**src/rtl/posit_accum_result_buffer_if.sv**
```systemverilog
// ---------------------------------------------------------------------------
// posit_accum_result_buffer_if
//   Bundles the accumulator-side, downstream-side and status signals of the
//   posit accumulator result buffer.
//
//   Accumulator side : acc_start, acc_result, acc_inf, acc_zero, acc_done
//   Flow control     : credit_ok (upstream may issue acc_start this cycle)
//   Downstream side  : out_valid / out_ready handshake, out_data, out_inf,
//                      out_zero, out_seq (head entry, first-word-fall-through)
//   Status           : level (occupancy), err_overflow, err_credit (sticky)
//
//   slave  : the buffer itself
//   master : the environment (accumulator + downstream consumer)
// ---------------------------------------------------------------------------
interface posit_accum_result_buffer_if #(
    parameter int NBITS = 32,
    parameter int DEPTH = 8
);
    localparam int LW = $clog2(DEPTH + 1);

    logic             acc_start;
    logic [NBITS-1:0] acc_result;
    logic             acc_inf;
    logic             acc_zero;
    logic             acc_done;
    logic             credit_ok;
    logic             out_valid;
    logic             out_ready;
    logic [NBITS-1:0] out_data;
    logic             out_inf;
    logic             out_zero;
    logic [15:0]      out_seq;
    logic [LW-1:0]    level;
    logic             err_overflow;
    logic             err_credit;

    modport slave (
        input  acc_start, acc_result, acc_inf, acc_zero, acc_done, out_ready,
        output credit_ok, out_valid, out_data, out_inf, out_zero, out_seq,
               level, err_overflow, err_credit
    );

    modport master (
        output acc_start, acc_result, acc_inf, acc_zero, acc_done, out_ready,
        input  credit_ok, out_valid, out_data, out_inf, out_zero, out_seq,
               level, err_overflow, err_credit
    );
endinterface

```
**src/rtl/posit_accum_result_buffer.sv**
```systemverilog
// ---------------------------------------------------------------------------
// posit_accum_result_buffer
//   Captures results of a fixed-latency posit accumulator into a
//   first-word-fall-through FIFO, tags each with a 16-bit sequence number,
//   and issues credits so upstream never has more operations outstanding
//   than the FIFO can absorb.
//
//   Parameters
//     NBITS : posit width
//     DEPTH : FIFO entries (power of 2, 2..64)
//     LAT   : accumulator start-to-done latency (1..15)
//
//   Ports
//     clk   : sole clock, rising edge
//     reset : synchronous, active-high
//     bus   : posit_accum_result_buffer_if.slave (see interface header)
// ---------------------------------------------------------------------------
module posit_accum_result_buffer #(
    parameter int NBITS = 32,
    parameter int DEPTH = 8,
    parameter int LAT   = 4
) (
    input  logic                           clk,
    input  logic                           reset,
    posit_accum_result_buffer_if.slave     bus
);
    localparam int PW = (DEPTH > 1) ? $clog2(DEPTH) : 1;
    localparam int LW = $clog2(DEPTH + 1);
    localparam int SW = LW + 5;   // room for level + 4-bit inflight

    typedef struct packed {
        logic [NBITS-1:0] data;
        logic             inf;
        logic             zero;
        logic [15:0]      seq;
    } entry_t;

    // ---------------- state ----------------
    entry_t         mem_q [DEPTH];
    logic [PW-1:0]  wr_ptr_q,   wr_ptr_d;
    logic [PW-1:0]  rd_ptr_q,   rd_ptr_d;
    logic [LW-1:0]  level_q,    level_d;
    logic [3:0]     inflight_q, inflight_d;
    logic [15:0]    seq_q,      seq_d;
    logic [3:0]     drain_q,    drain_d;
    logic           err_ovf_q,  err_ovf_d;
    logic           err_cr_q,   err_cr_d;

    // ---------------- decode ----------------
    logic           in_window;
    logic           done_ok;
    logic           done_orphan;
    logic           full;
    logic           not_empty;
    logic           do_pop;
    logic           do_push;
    logic           drop;
    logic           credit;
    logic [SW-1:0]  occupancy;
    entry_t         push_entry;
    entry_t         head;

    // NOTE: combinational blocks use blocking '=' so later lines see earlier
    // results within the same evaluation; clocked blocks use '<=' only.
    always_comb begin
        // Results still draining from before a reset are ignored silently.
        in_window   = (drain_q != 4'd0);
        done_ok     = bus.acc_done && !in_window && (inflight_q != 4'd0);
        done_orphan = bus.acc_done && !in_window && (inflight_q == 4'd0);

        not_empty = (level_q != '0);
        full      = (level_q == LW'(DEPTH));
        do_pop    = not_empty && bus.out_ready;
        // A full FIFO still accepts when the head leaves in the same cycle.
        do_push   = done_ok && (!full || do_pop);
        drop      = done_ok && full && !do_pop;

        occupancy = SW'(level_q) + SW'(inflight_q);
        credit    = (occupancy < SW'(DEPTH));

        push_entry.data = bus.acc_result;
        push_entry.inf  = bus.acc_inf;
        push_entry.zero = bus.acc_zero;
        push_entry.seq  = seq_q;
    end

    // NOTE: every _d signal gets its hold value first, so no path through
    // the block leaves it unassigned and no latch is inferred.
    always_comb begin
        wr_ptr_d   = wr_ptr_q;
        rd_ptr_d   = rd_ptr_q;
        level_d    = level_q;
        inflight_d = inflight_q;
        seq_d      = seq_q;
        drain_d    = drain_q;
        err_ovf_d  = err_ovf_q;
        err_cr_d   = err_cr_q;

        if (do_push) wr_ptr_d = wr_ptr_q + PW'(1);
        if (do_pop)  rd_ptr_d = rd_ptr_q + PW'(1);

        unique case ({do_push, do_pop})
            2'b10:   level_d = level_q + LW'(1);
            2'b01:   level_d = level_q - LW'(1);
            default: level_d = level_q;
        endcase

        // Saturate upward so a runaway upstream cannot wrap the count to 0.
        unique case ({bus.acc_start, done_ok})
            2'b10:   if (inflight_q != 4'hF) inflight_d = inflight_q + 4'd1;
            2'b01:   inflight_d = inflight_q - 4'd1;
            default: inflight_d = inflight_q;
        endcase

        // Dropped pushes still consume a sequence number so the gap is visible.
        if (done_ok) seq_d = seq_q + 16'd1;

        if (in_window) drain_d = drain_q - 4'd1;

        if (drop) err_ovf_d = 1'b1;
        if (done_orphan || (bus.acc_start && !credit)) err_cr_d = 1'b1;
    end

    always_ff @(posedge clk) begin
        if (reset) begin
            wr_ptr_q   <= '0;
            rd_ptr_q   <= '0;
            level_q    <= '0;
            inflight_q <= '0;
            seq_q      <= '0;
            drain_q    <= 4'(LAT);
            err_ovf_q  <= 1'b0;
            err_cr_q   <= 1'b0;
        end else begin
            wr_ptr_q   <= wr_ptr_d;
            rd_ptr_q   <= rd_ptr_d;
            level_q    <= level_d;
            inflight_q <= inflight_d;
            seq_q      <= seq_d;
            drain_q    <= drain_d;
            err_ovf_q  <= err_ovf_d;
            err_cr_q   <= err_cr_d;
        end
    end

    // NOTE: the storage array has no reset; its contents are only observable
    // through the head mux below, which is forced to zero while empty.
    always_ff @(posedge clk) begin
        if (do_push && !reset) mem_q[wr_ptr_q] <= push_entry;
    end

    // ---------------- outputs ----------------
    always_comb begin
        head = not_empty ? mem_q[rd_ptr_q] : '0;
    end

    assign bus.credit_ok    = credit;
    assign bus.out_valid    = not_empty;
    assign bus.out_data     = head.data;
    assign bus.out_inf      = head.inf;
    assign bus.out_zero     = head.zero;
    assign bus.out_seq      = head.seq;
    assign bus.level        = level_q;
    assign bus.err_overflow = err_ovf_q;
    assign bus.err_credit   = err_cr_q;

endmodule

```
**src/flat_wrapper.sv**
```systemverilog
// flat-port wrapper written by rule: the top's interface ports become plain ports
module posit_accum_result_buffer_flat 
#(
    parameter int NBITS = 32,
    parameter int DEPTH = 8,
    parameter int LAT   = 4
)
  (clk, reset, bus_acc_start, bus_acc_result, bus_acc_inf, bus_acc_zero, bus_acc_done, bus_out_ready, bus_credit_ok, bus_out_valid, bus_out_data, bus_out_inf, bus_out_zero, bus_out_seq, bus_level, bus_err_overflow, bus_err_credit);
  posit_accum_result_buffer_if #(.NBITS(NBITS), .DEPTH(DEPTH)) bus_i ();
  input  logic clk;
  input  logic reset;
  input wire logic [$bits(bus_i.acc_start)-1:0] bus_acc_start;
  input wire logic [$bits(bus_i.acc_result)-1:0] bus_acc_result;
  input wire logic [$bits(bus_i.acc_inf)-1:0] bus_acc_inf;
  input wire logic [$bits(bus_i.acc_zero)-1:0] bus_acc_zero;
  input wire logic [$bits(bus_i.acc_done)-1:0] bus_acc_done;
  input wire logic [$bits(bus_i.out_ready)-1:0] bus_out_ready;
  output wire logic [$bits(bus_i.credit_ok)-1:0] bus_credit_ok;
  output wire logic [$bits(bus_i.out_valid)-1:0] bus_out_valid;
  output wire logic [$bits(bus_i.out_data)-1:0] bus_out_data;
  output wire logic [$bits(bus_i.out_inf)-1:0] bus_out_inf;
  output wire logic [$bits(bus_i.out_zero)-1:0] bus_out_zero;
  output wire logic [$bits(bus_i.out_seq)-1:0] bus_out_seq;
  output wire logic [$bits(bus_i.level)-1:0] bus_level;
  output wire logic [$bits(bus_i.err_overflow)-1:0] bus_err_overflow;
  output wire logic [$bits(bus_i.err_credit)-1:0] bus_err_credit;
  assign bus_i.acc_start = bus_acc_start;
  assign bus_i.acc_result = bus_acc_result;
  assign bus_i.acc_inf = bus_acc_inf;
  assign bus_i.acc_zero = bus_acc_zero;
  assign bus_i.acc_done = bus_acc_done;
  assign bus_i.out_ready = bus_out_ready;
  assign bus_credit_ok = bus_i.credit_ok;
  assign bus_out_valid = bus_i.out_valid;
  assign bus_out_data = bus_i.out_data;
  assign bus_out_inf = bus_i.out_inf;
  assign bus_out_zero = bus_i.out_zero;
  assign bus_out_seq = bus_i.out_seq;
  assign bus_level = bus_i.level;
  assign bus_err_overflow = bus_i.err_overflow;
  assign bus_err_credit = bus_i.err_credit;
  posit_accum_result_buffer #(.NBITS(NBITS), .DEPTH(DEPTH), .LAT(LAT)) u_core (.clk(clk), .reset(reset), .bus(bus_i));
endmodule
```
**config.mk**
```make
export PLATFORM = sky130hd
export DESIGN_NAME = posit_accum_result_buffer_flat
export DESIGN_NICKNAME = d
export VERILOG_FILES = /design/src/rtl/posit_accum_result_buffer_if.sv /design/src/rtl/posit_accum_result_buffer.sv /design/src/flat_wrapper.sv
export SDC_FILE = /design/constraint.sdc
export NUM_CORES = 1
export LEC_CHECK = 0
export ABC_AREA = 1
export BUFFER_PORTS_ARGS = -buffer_cell sky130_fd_sc_hd__clkbuf_2
export CAP_MARGIN = 20
export CORE_ASPECT_RATIO = 0.9
export CORE_UTILIZATION = 24
export DETAILED_ROUTE_END_ITERATION = 7
export GPL_TIMING_DRIVEN = 0
export PLACE_DENSITY_LB_ADDON = 0.25
export SLEW_MARGIN = 10
export SYNTH_ARGS = -nofsm -noshare
export SYNTH_HDL_FRONTEND = slang
export SYNTH_SLANG_ARGS = --single-unit
```
**constraint.sdc**
```tcl
create_clock -name clk -period 6.2 [get_ports clk]
set_input_delay 0.62 -clock clk [delete_from_list [all_inputs] [get_ports clk]]
set_output_delay 0.62 -clock clk [all_outputs]
set_load 0.02 [all_outputs]
```
# Yosys cells after proc, flatten, opt, wreduce, memory -nomap -nowiden
# Memories as Yosys holds them, arrays and structs flattened. A register that Yosys moved wholly into a read port is not among the register bits.
# Cells that the tools add are included.
# W data, S select, Z words.
[word_totals]
mem_count = 1
ram_bits = 400
in_bits = 39
regBits = 36
out_inout_bits = 58
elab_cells = 57
[memory_table]
columns = ["name", "depth", "word_bits", "rd", "rd_ports_with_merged_regs", "write_ports", "line", "rtl"]
rows = [
  ["u_core.mem_q", 8, 50, 1, 1, 1, "posit_accum_result_buffer.sv:39", "entry_t mem_q [DEPTH];"],
]
[op_classes]
n_reduce_logical = 23
order_cmp = 1
n_eq_ne = 7
add_sub_neg = 9
n_mux = 8
[ops]
columns = ["op", "n"]
rows = [
  ["$mux W50", 1],
  ["$add A16 B1 Y16 const B", 1],
  ["$pmux W4 S2", 2],
  ["$reduce_bool A4 Y1", 3],
  ["$sub A4 B1 Y4 const B", 3],
  ["$logic_and A1 B1 Y1", 9],
  ["$lt A9 B4 Y1 const B", 1],
  ["$add A4 B1 Y4 const B", 2],
  ["$add A3 B1 Y3 const B", 2],
  ["$mux W3", 2],
  ["$add A4 B4 Y5", 1],
  ["$logic_not A1 Y1", 5],
  ["$eq A2 B1 Y1 const B", 2],
  ["$eq A2 B2 Y1 const B", 2],
  ["$eq A4 B4 Y1 const B", 1],
  ["$logic_not A4 Y1", 1],
  ["$mux W4", 1],
  ["$ne A4 B4 Y1 const B", 1],
  ["$reduce_bool A2 Y1", 2],
  ["$logic_or A1 B1 Y1", 2],
  ["$mux W1", 2],
  ["$ne A2 B1 Y1 const B", 1],
  ["$reduce_and A2 Y1", 1],
]

# Depth between registers and ports, before layout
# Gate-level depths: netlist of run 1.
[depth]
ltp_word = 8
depth_mapped = 16
depth_no_buf = 15

# Least setup slack after synthesis of run 1
# OpenSTA, ideal clock, no wires.
[synth_timing]
path_kind = "input -> register"
from = "in bus_acc_done"
to = "mem u_core.mem_q[2][0] (netlist bit), enable pin"
setup_slack_ns = 1.030
stages = 7
path_buffers = 1
setup_ns = 0.520
arrival_ns = 4.650
cell_sequence = "inv_1 nor2_4 nand2_2 buf_6 nor2_8 nand2_2 nor3_1"
[synth_via]
elab_chain_cells = 6
[synth_lines]
columns = ["element", "line", "rtl"]
rows = [
  ["from (decl)", "flat_wrapper.sv:16", "input wire logic [$bits(bus_i.acc_done)-1:0] bus_acc_done;"],
  ["$logic_and A1 B1 Y1 (2 in a row)", "posit_accum_result_buffer.sv:68", "done_ok = bus.acc_done && !in_window && (inflight_q != 4'd0);"],
  ["$logic_and A1 B1 Y1", "posit_accum_result_buffer.sv:75", "do_push = done_ok && (!full || do_pop);"],
  ["$logic_and A1 B1 Y1", "posit_accum_result_buffer.sv:149", "if (do_push && !reset) mem_q[wr_ptr_q] <= push_entry;"],
  ["$mux W1", "posit_accum_result_buffer.sv:149", ""],
  ["$mux W1 (implied by the code)", "posit_accum_result_buffer.sv:149", ""],
  ["to (decl)", "posit_accum_result_buffer.sv:39", ""],
]
# Every way passes these cells.

# Worst setup path in the final report of run 1
[layout_timing]
from = "reg u_core.level_q[1], in the netlist u_core.bus.level[1]"
to = "out bus_out_seq[11]"
[layout_via]
elab_chain_cells = 2
[layout_lines]
columns = ["element", "line", "rtl"]
rows = [
  ["from (decl)", "posit_accum_result_buffer.sv:42", "logic [LW-1:0] level_q, level_d;"],
  ["from (signal assigned)", "posit_accum_result_buffer.sv:137", "level_q <= level_d;"],
  ["$reduce_bool A4 Y1", "posit_accum_result_buffer.sv:71", "not_empty = (level_q != '0);"],
  ["$mux W50", "posit_accum_result_buffer.sv:154", "head = not_empty ? mem_q[rd_ptr_q] : '0;"],
  ["to (decl)", "flat_wrapper.sv:23", "output wire logic [$bits(bus_i.out_seq)-1:0] bus_out_seq;"],
]
# Every way passes these cells.

==> results.py, run 1 <==
metrics = {
    "route": {
        "wire_per_inst_um": 19.1,
        "dr_total_vias": 11600,
        "totalWireLength_mm": 49.3,
        "ant_nets": 0,
        "firstDrtPassIters": 7,
        "drc": 0,
        "drt_iter0_markers": 815,
        "viasPerCell": 4.48,
    },
    "flow_run": {
        "max_cap_violations": 0,
    },
    "placed_design": {
        "dp_slack_ns": 2.91,
        "dpl.cell_count": 2506,
        "port_buffers": 96,
        "hpwl_mm": 32.8,
        "place_congestion": 0.755,
    },
    "logic_synthesis": {
        "synthArstFlopShare_pct": 0,
        "seq_area_frac_synth_pct": 73.1,
        "synth_fp_nets": 1478,
        "syn-cell-area_um2": 17500,
        "synth_cells": 1427,
        "postSynthAreaPerCell_um2": 12.3,
        "ys_ff_latch": 439,
        "yosys_most_used_dff": "edfxtp_1",
        "synth_edf_count": 400,
        "yosys_warnings": 0,
        "synth_cell_types": 33,
    },
    "sta": {
        "fin_skew_ns": 0.0226,
        "relSlewSlack_pct": 41.0,
        "rsz0062_at_grt": "false",
        "finalCriticalPeriod_ns": 3.56,
        "worstMarginPinSlew_ns": 0.880,
        "tns_ns": 0,
        "final-hold-violation-count": 0,
        "slew_viol_final": 0,
        "fin_ws_ns": 2.64,
        "min_period_over_period_pct": 57.4,
        "setup_viol": 0,
        "max_freq_mhz": 281,
    },
    "clocking": {
        "clk_root_buffer_cell": "clkbuf_16",
        "cts_max_level": 2,
        "hold_buffers": 0,
        "cts_buffers": 45,
        "insertion_delay_ns": 0.57,
        "clk_pin_slew_ns": 0.07,
        "cts_resized": 0,
        "cts_tree": "built",
        "clk_path_buf_depth": 3,
        "cts_setup_buffers": 0,
        "cts_sinks": 439,
    },
    "global_route": {
        "overflow": 0,
        "grt_max_degree": 23,
        "grt_usage_pct": 13.2,
        "grt_pass1_vias": 11400,
        "grt_pass1_wl_mm": 73.3,
        "antenna_found_initial": 1,
    },
    "cells_and_area": {
        "syn2layout_area_growth_pct": 20.1,
        "final_layout_size_suffix_gt1_share_pct": 15.3,
        "finalNetCount": 1654,
        "utilization_pct": 29.2,
        "fillers": 7356,
        "finalNonFillerCells": 2589,
        "antenna_cells": 0,
    },
    "power_and_ir_drop": {
        "ir_drop_uv": 184,
        "powerDensity_nw_per_um2": 409,
        "p_total_w": 0.00861,
        "leakagePower_nw": 7.06,
    },
    "die": {
        "die_y_um": 258,
        "die_w_um": 287,
        "rows": 93,
        "ios": 97,
        "die_area_um2": 74000,
        "core_area_um2": 71900,
        "initial_core_util_pct": 24.3,
    },
    "worst_setup_path": {
        "cp_data_required_time_ns": 5.58,
        "worstSetupPathType": "flop to primary output",
        "rr_worst_depth": 12,
        "crit_family": "compound AO/OA/AOI/OAI gates",
        "rr_startpoint": "u_core.bus.level[1]$_SDFFE_PP0P_",
        "startpoint_type": "flop",
        "r2r-end": "u_core.mem_q[4][30]$_DFFE_PP_",
        "cp_slowest_cell": "a31oi_1",
        "slowest_delay_ns": 0.52,
        "crit_chain": "nor2_1 > nand3_2 > clkbuf_1 > o21ai_0 > a31oi_1 > clkbuf_2",
        "worstPathMaxFanout": 10,
        "end_kind": "primary output",
        "crit_buf_inv": 2,
        "cp.arrival_ns": 2.94,
        "rrSetupSlack_ns": 2.97,
    },
    "worst_hold_path": {
        "min_path_cells": 3,
        "hold_start": "bus_acc_start",
        "hold_class": "primary input to flop",
        "hold_path_end": "u_core.bus.err_credit$_SDFFE_PP0P_",
    },
    "run_status": {
        "status": "completed",
    },
}
==> Yosys cell counts, types with 2 or more instances <==
| cell type | number | area (um^2) |
|---|---|---|
| nor3_1 | 13 | 65.1 |
| xor2_1 | 7 | 61.3 |
| ha_1 | 12 | 150 |
| nor2_4 | 3 | 33.8 |
| buf_6 | 2 | 22.5 |
| nand3_2 | 2 | 20.0 |
| inv_2 | 5 | 18.8 |
| nand3_1 | 20 | 100 |
| o21ai_0 | 257 | 1290 |
| xnor2_1 | 3 | 26.3 |
| o22ai_1 | 50 | 313 |
| nand2_1 | 47 | 176 |
| dfxtp_1 | 39 | 781 |
| buf_4 | 14 | 105 |
| edfxtp_1 | 400 | 12000 |
| a31oi_1 | 52 | 325 |
| o21ai_1 | 15 | 75.1 |
| nor2_1 | 334 | 1250 |
| clkbuf_1 | 47 | 176 |
| inv_1 | 39 | 146 |
| nand4_1 | 6 | 37.5 |
| buf_1 | 11 | 41.3 |
| nand2_2 | 6 | 37.5 |
| buf_2 | 11 | 55.1 |
| a21oi_1 | 24 | 120 |
==> how the worst max path moves through the flow <==
stage / depth (start not counted) / to / from
3_5_place_dp: 12 / u_core.mem_q[4][32]$_DFFE_PP_ / u_core.bus.level[1]$_SDFFE_PP0P_
3_3_place_gp: 8 / u_core.mem_q[4][32]$_DFFE_PP_ / bus_acc_done
2_1_floorplan: 7 / u_core.mem_q[2][0]$_DFFE_PP_ / bus_acc_done
6_report: 6 / bus_out_seq[11] / u_core.bus.level[1]$_SDFFE_PP0P_
5_1_grt: 6 / bus_out_data[1] / u_core.bus.level[1]$_SDFFE_PP0P_
4_1_cts: 6 / bus_out_seq[11] / u_core.bus.level[1]$_SDFFE_PP0P_
==> routing by layer <==
| layer | part of all wire [%] | global-route usage (%) |
|---|---|---|
| met1 | 45 | 17.6 |
| met2 | 46 | 21.0 |
| met3 | 6.8 | 3.35 |
| met4 | 2.6 | 4.01 |
| met5 | 0.024 | 0 |
==> report_power, final <==
part,internal (W),total (W),switching (W)
combinational,0.000760,0.00271,0.00195
sequential,0.00327,0.00332,0.0000510
clock,0.00145,0.00258,0.00113
==> sequential cells by signal, indices dropped and copies added (netlist names), named ones only <==
signal,cells
u_core.rd_ptr_q,3
u_core.inflight_q,4
u_core.bus.err_credit,1
u_core.mem_q,400
u_core.bus.level,4
u_core.wr_ptr_q,3
u_core.seq_q,16
u_core.bus.err_overflow,1
u_core.drain_q,4
==> cells in the final DEF (no fill, tap or decap), types with 5 or more instances in the layout <==
cell type / instances
nand3_1: 20
clkbuf_2: 96
o21ai_0: 257
buf_2: 11
clkinv_1: 8
buf_1: 11
clkbuf_16: 47
clkbuf_1: 58
o21ai_1: 15
inv_2: 5
nor3_1: 9
edfxtp_1: 400
inv_1: 39
dfxtp_1: 39
nand2_1: 47
buf_4: 27
nand4_1: 6
a31oi_1: 52
xor2_1: 7
buf_12: 5
a21oi_1: 24
clkinv_2: 11
buf_6: 14
o22ai_1: 50
nand2_2: 6
nor2_4: 7
ha_1: 12
nor2_1: 330
==> cell type report <==
cell class                      instances  area, um^2  share of cell area (%)
Tap cell                              950        1190                    5.65
Timing Repair Buffer                  129         896                    4.26
Multi-Input combinational cell        858        4200                    20.0
Clock buffer                           60        1240                    5.92
Sequential cell                       439       12800                    60.8
Buffer                                 85         400                    1.90
Clock inverter                         23         143                   0.678
Inverter                               45         169                   0.803
==> metrics by stage <==
step           hold WS, ns  instance area, um^2
6_report             0.324                21000
4_1_cts              0.297                21000
5_1_grt              0.318                21000
3_5_place_dp         0.453                19600
2_1_floorplan        0.422                17500
3_3_place_gp         0.442                19200
==> cell families after synthesis <==
group	synth area share [%]
simple gates	10.1
xor+xnor	0.500
flops	73.1
fa+ha+maj	0.858
compound gates	12.2
buf+inv	3.25
==> worst register-to-register path, stage by stage (launching register included) <==
cell and delay [ns]:
dfxtp_1 0.48, nor2_1 0.11, nand3_2 0.27, nand2_1 0.14, inv_2 0.18, nor2_4 0.07
nor2_8 0.14, nand2_2 0.10, nor3_2 0.66, buf_4 0.33, buf_6 0.17, buf_6 0.15
buf_6 0.15
Power figures use the tool's default switching activity.
==> inputs of run 2 (changes only) <==
Clock period 6.2 ns to 3.05 ns, I/O delays scaled along.
==> run 2 against run 1 <==
Routed wire length is 1.1% higher. Flip-flop and latch count stayed put. Combinational power is 110% higher. Clock skew is 0.0097 ns lower. Via count is 1.3% higher. Power is 110% higher. Global-route usage is 0.064 points higher. Clock power is 110% higher. Cell count is 0.23% higher. Die area stayed put. Sequential power is 100% higher. First-iteration DRC count is 12% higher. Critical path type unchanged. Highest routed layer unchanged.
==> results.py, run 2 (same netlist as run 1, synthesis figures left out) <==
metrics = {
    "clocking": {
        "cts_sinks": 439,
        "clk_pin_slew_ns": 0.06,
        "insertion_delay_ns": 0.58,
        "cts_max_level": 2,
        "cts_buffers": 46,
        "clk_root_buffer_cell": "clkbuf_16",
        "cts_tree": "built",
        "clk_path_buf_depth": 3,
    },
    "route": {
        "wire_per_inst_um": 19.2,
        "drt_iter0_markers": 912,
        "totalWireLength_mm": 49.9,
        "dr_total_vias": 11800,
        "drc": 0,
        "firstDrtPassIters": 5,
        "viasPerCell": 4.53,
        "ant_nets": 0,
    },
    "sta": {
        "fin_skew_ns": 0.0129,
        "fin_ws_ns": 0.0800,
        "worstMarginPinSlew_ns": 0.745,
        "slew_viol_final": 0,
        "max_freq_mhz": 337,
        "tns_ns": 0,
        "finalCriticalPeriod_ns": 2.97,
        "setup_viol": 0,
        "relSlewSlack_pct": 50.4,
        "final-hold-violation-count": 0,
        "min_period_over_period_pct": 97.4,
    },
    "power_and_ir_drop": {
        "ir_drop_uv": 335,
        "leakagePower_nw": 7.22,
        "p_total_w": 0.0179,
        "powerDensity_nw_per_um2": 836,
    },
    "global_route": {
        "grt_usage_pct": 13.3,
        "overflow": 0,
        "grt_pass1_vias": 11500,
        "grt_pass1_wl_mm": 73.3,
        "antenna_found_initial": 2,
        "grt_max_degree": 23,
    },
    "cells_and_area": {
        "finalNetCount": 1664,
        "antenna_cells": 0,
        "final_layout_size_suffix_gt1_share_pct": 16.2,
        "multi_input_area_um2": 4260,
        "final_cell_mix": "edfxtp_1 (400), nor2_1 (330), o21ai_0 (257), clkbuf_2 (115), o22ai_1 (50)",
        "finalNonFillerCells": 2595,
        "top_regs": "u_core.mem_q: 400 flops, u_core.seq_q: 16 flops",
        "fillers": 7363,
        "syn2layout_area_growth_pct": 22.4,
        "utilization_pct": 29.8,
        "largest_reg_flops": 400,
        "max_flop_register": "u_core.mem_q",
        "layout_commonest_cell": "edfxtp_1",
        "register_area_um2": 12800,
    },
    "worst_setup_path": {
        "end_kind": "primary output",
        "cp.arrival_ns": 2.66,
        "cp.depth": 9,
        "crit_path_frequent_cell": "o21ai_0",
        "r2r-end": "u_core.mem_q[7][39]$_DFFE_PP_",
        "crit_chain": "inv_2 > buf_4 > buf_6 > buf_2 > o21ai_0 > o22ai_1 > o21ai_0 > a31oi_2 > clkbuf_2",
        "crit_family": "buffers and inverters",
        "startpoint_type": "flop",
        "rr_worst_depth": 11,
        "worstPathMaxFanout": 10,
        "cp_data_required_time_ns": 2.74,
        "rr_startpoint": "u_core.bus.level[1]$_SDFFE_PP0P_",
        "slowest_delay_ns": 0.41,
        "worstSetupPathType": "flop to primary output",
        "cp_slowest_cell": "a31oi_2",
        "rrSetupSlack_ns": 0.21,
        "crit_buf_inv": 5,
    },
    "run_status": {
        "status": "completed",
    },
    "die": {
        "die_area_um2": 74000,
        "rows": 93,
        "die_y_um": 258,
        "core_area_um2": 71900,
        "die_w_um": 287,
        "ios": 97,
        "initial_core_util_pct": 24.3,
    },
    "worst_hold_path": {
        "hold_path_end": "u_core.mem_q[7][32]$_DFFE_PP_",
        "min_path_cells": 1,
        "hold_class": "primary input to flop",
        "hold_start": "bus_acc_result[14]",
    },
    "placed_design": {
        "dpl.cell_count": 2498,
        "port_buffers": 96,
        "hpwl_mm": 33.1,
        "dp_slack_ns": 0.0810,
        "place_congestion": 0.787,
    },
    "flow_run": {
        "max_cap_violations": 0,
    },
}
## run 2: worst max-delay path by stage
stage	to	slack [ns]	from
after floorplan	u_core.mem_q[3][0]$_DFFE_PP_	-0.76	u_core.drain_q[0]$_SDFFE_PP0P_
after global placement	u_core.mem_q[7][30]$_DFFE_PP_	-3.25	u_core.bus.level[1]$_SDFFE_PP0P_
after detailed placement	u_core.mem_q[3][30]$_DFFE_PP_	0.08	u_core.bus.level[1]$_SDFFE_PP0P_
after CTS	bus_out_data[25]	0.006	flop
after global routing	bus_out_seq[5]	-0.002	flop
final	bus_out_data[4]	0.08	flop
## run 2: final cells by class
| class | instances | share of cell area (%) |
|---|---|---|
| tap | 950 | 5.55 |
| multi-input combinational | 858 | 19.9 |
| clock inverter | 21 | 0.940 |
| timing repair buffer | 138 | 5.35 |
| inverter | 45 | 0.788 |
| sequential | 439 | 59.7 |
| buffer | 85 | 2.01 |
| clock buffer | 59 | 5.79 |
## run 2: routing by layer
layer,wire length (um),global-route usage [%],up-vias,part of all wire [%]
met4,1160,3.91,2,2.3
met5,12,0,-,0.024
met2,23100,21.2,339,46
met3,3000,2.80,76,6.0
li1,-,-,5565,-
met1,22600,18.0,5769,45
## run 2: repair_timing
action / CTS / global route
pin swaps: 0 / 2
hold endpoints to repair: 91 / 0
gates resized for setup: 11 / 29
setup endpoints to repair: 27 / 51
setup buffers: 0 / 2
hold buffers: 15 / 0
## run 2: power breakdown
part | internal [W] | leakage (nW) | switching (W) | total [W]
logic | 0.00162 | 2.60 | 0.00406 | 0.00568
clock network | 0.00319 | 0.706 | 0.00228 | 0.00547
registers | 0.00665 | 3.92 | 0.000106 | 0.00675
total | 0.0115 | 7.22 | 0.00644 | 0.0179
## run 2: worst reg2reg max path, delay by kind of cell (launching register included)
family                 cells  cell delay [ns]
buffers and inverters      4             0.76
and+or+nand+nor            7             1.31
DFF                        1             0.48
## run 2: per-stage QoR
stage	hold slack, ns	area, um^2
2_1_floorplan	0.404	17500
5_1_grt	0.0220	21400
3_3_place_gp	0.442	19200
6_report	0.0263	21400
3_5_place_dp	0.447	19800
4_1_cts	0.00267	21400
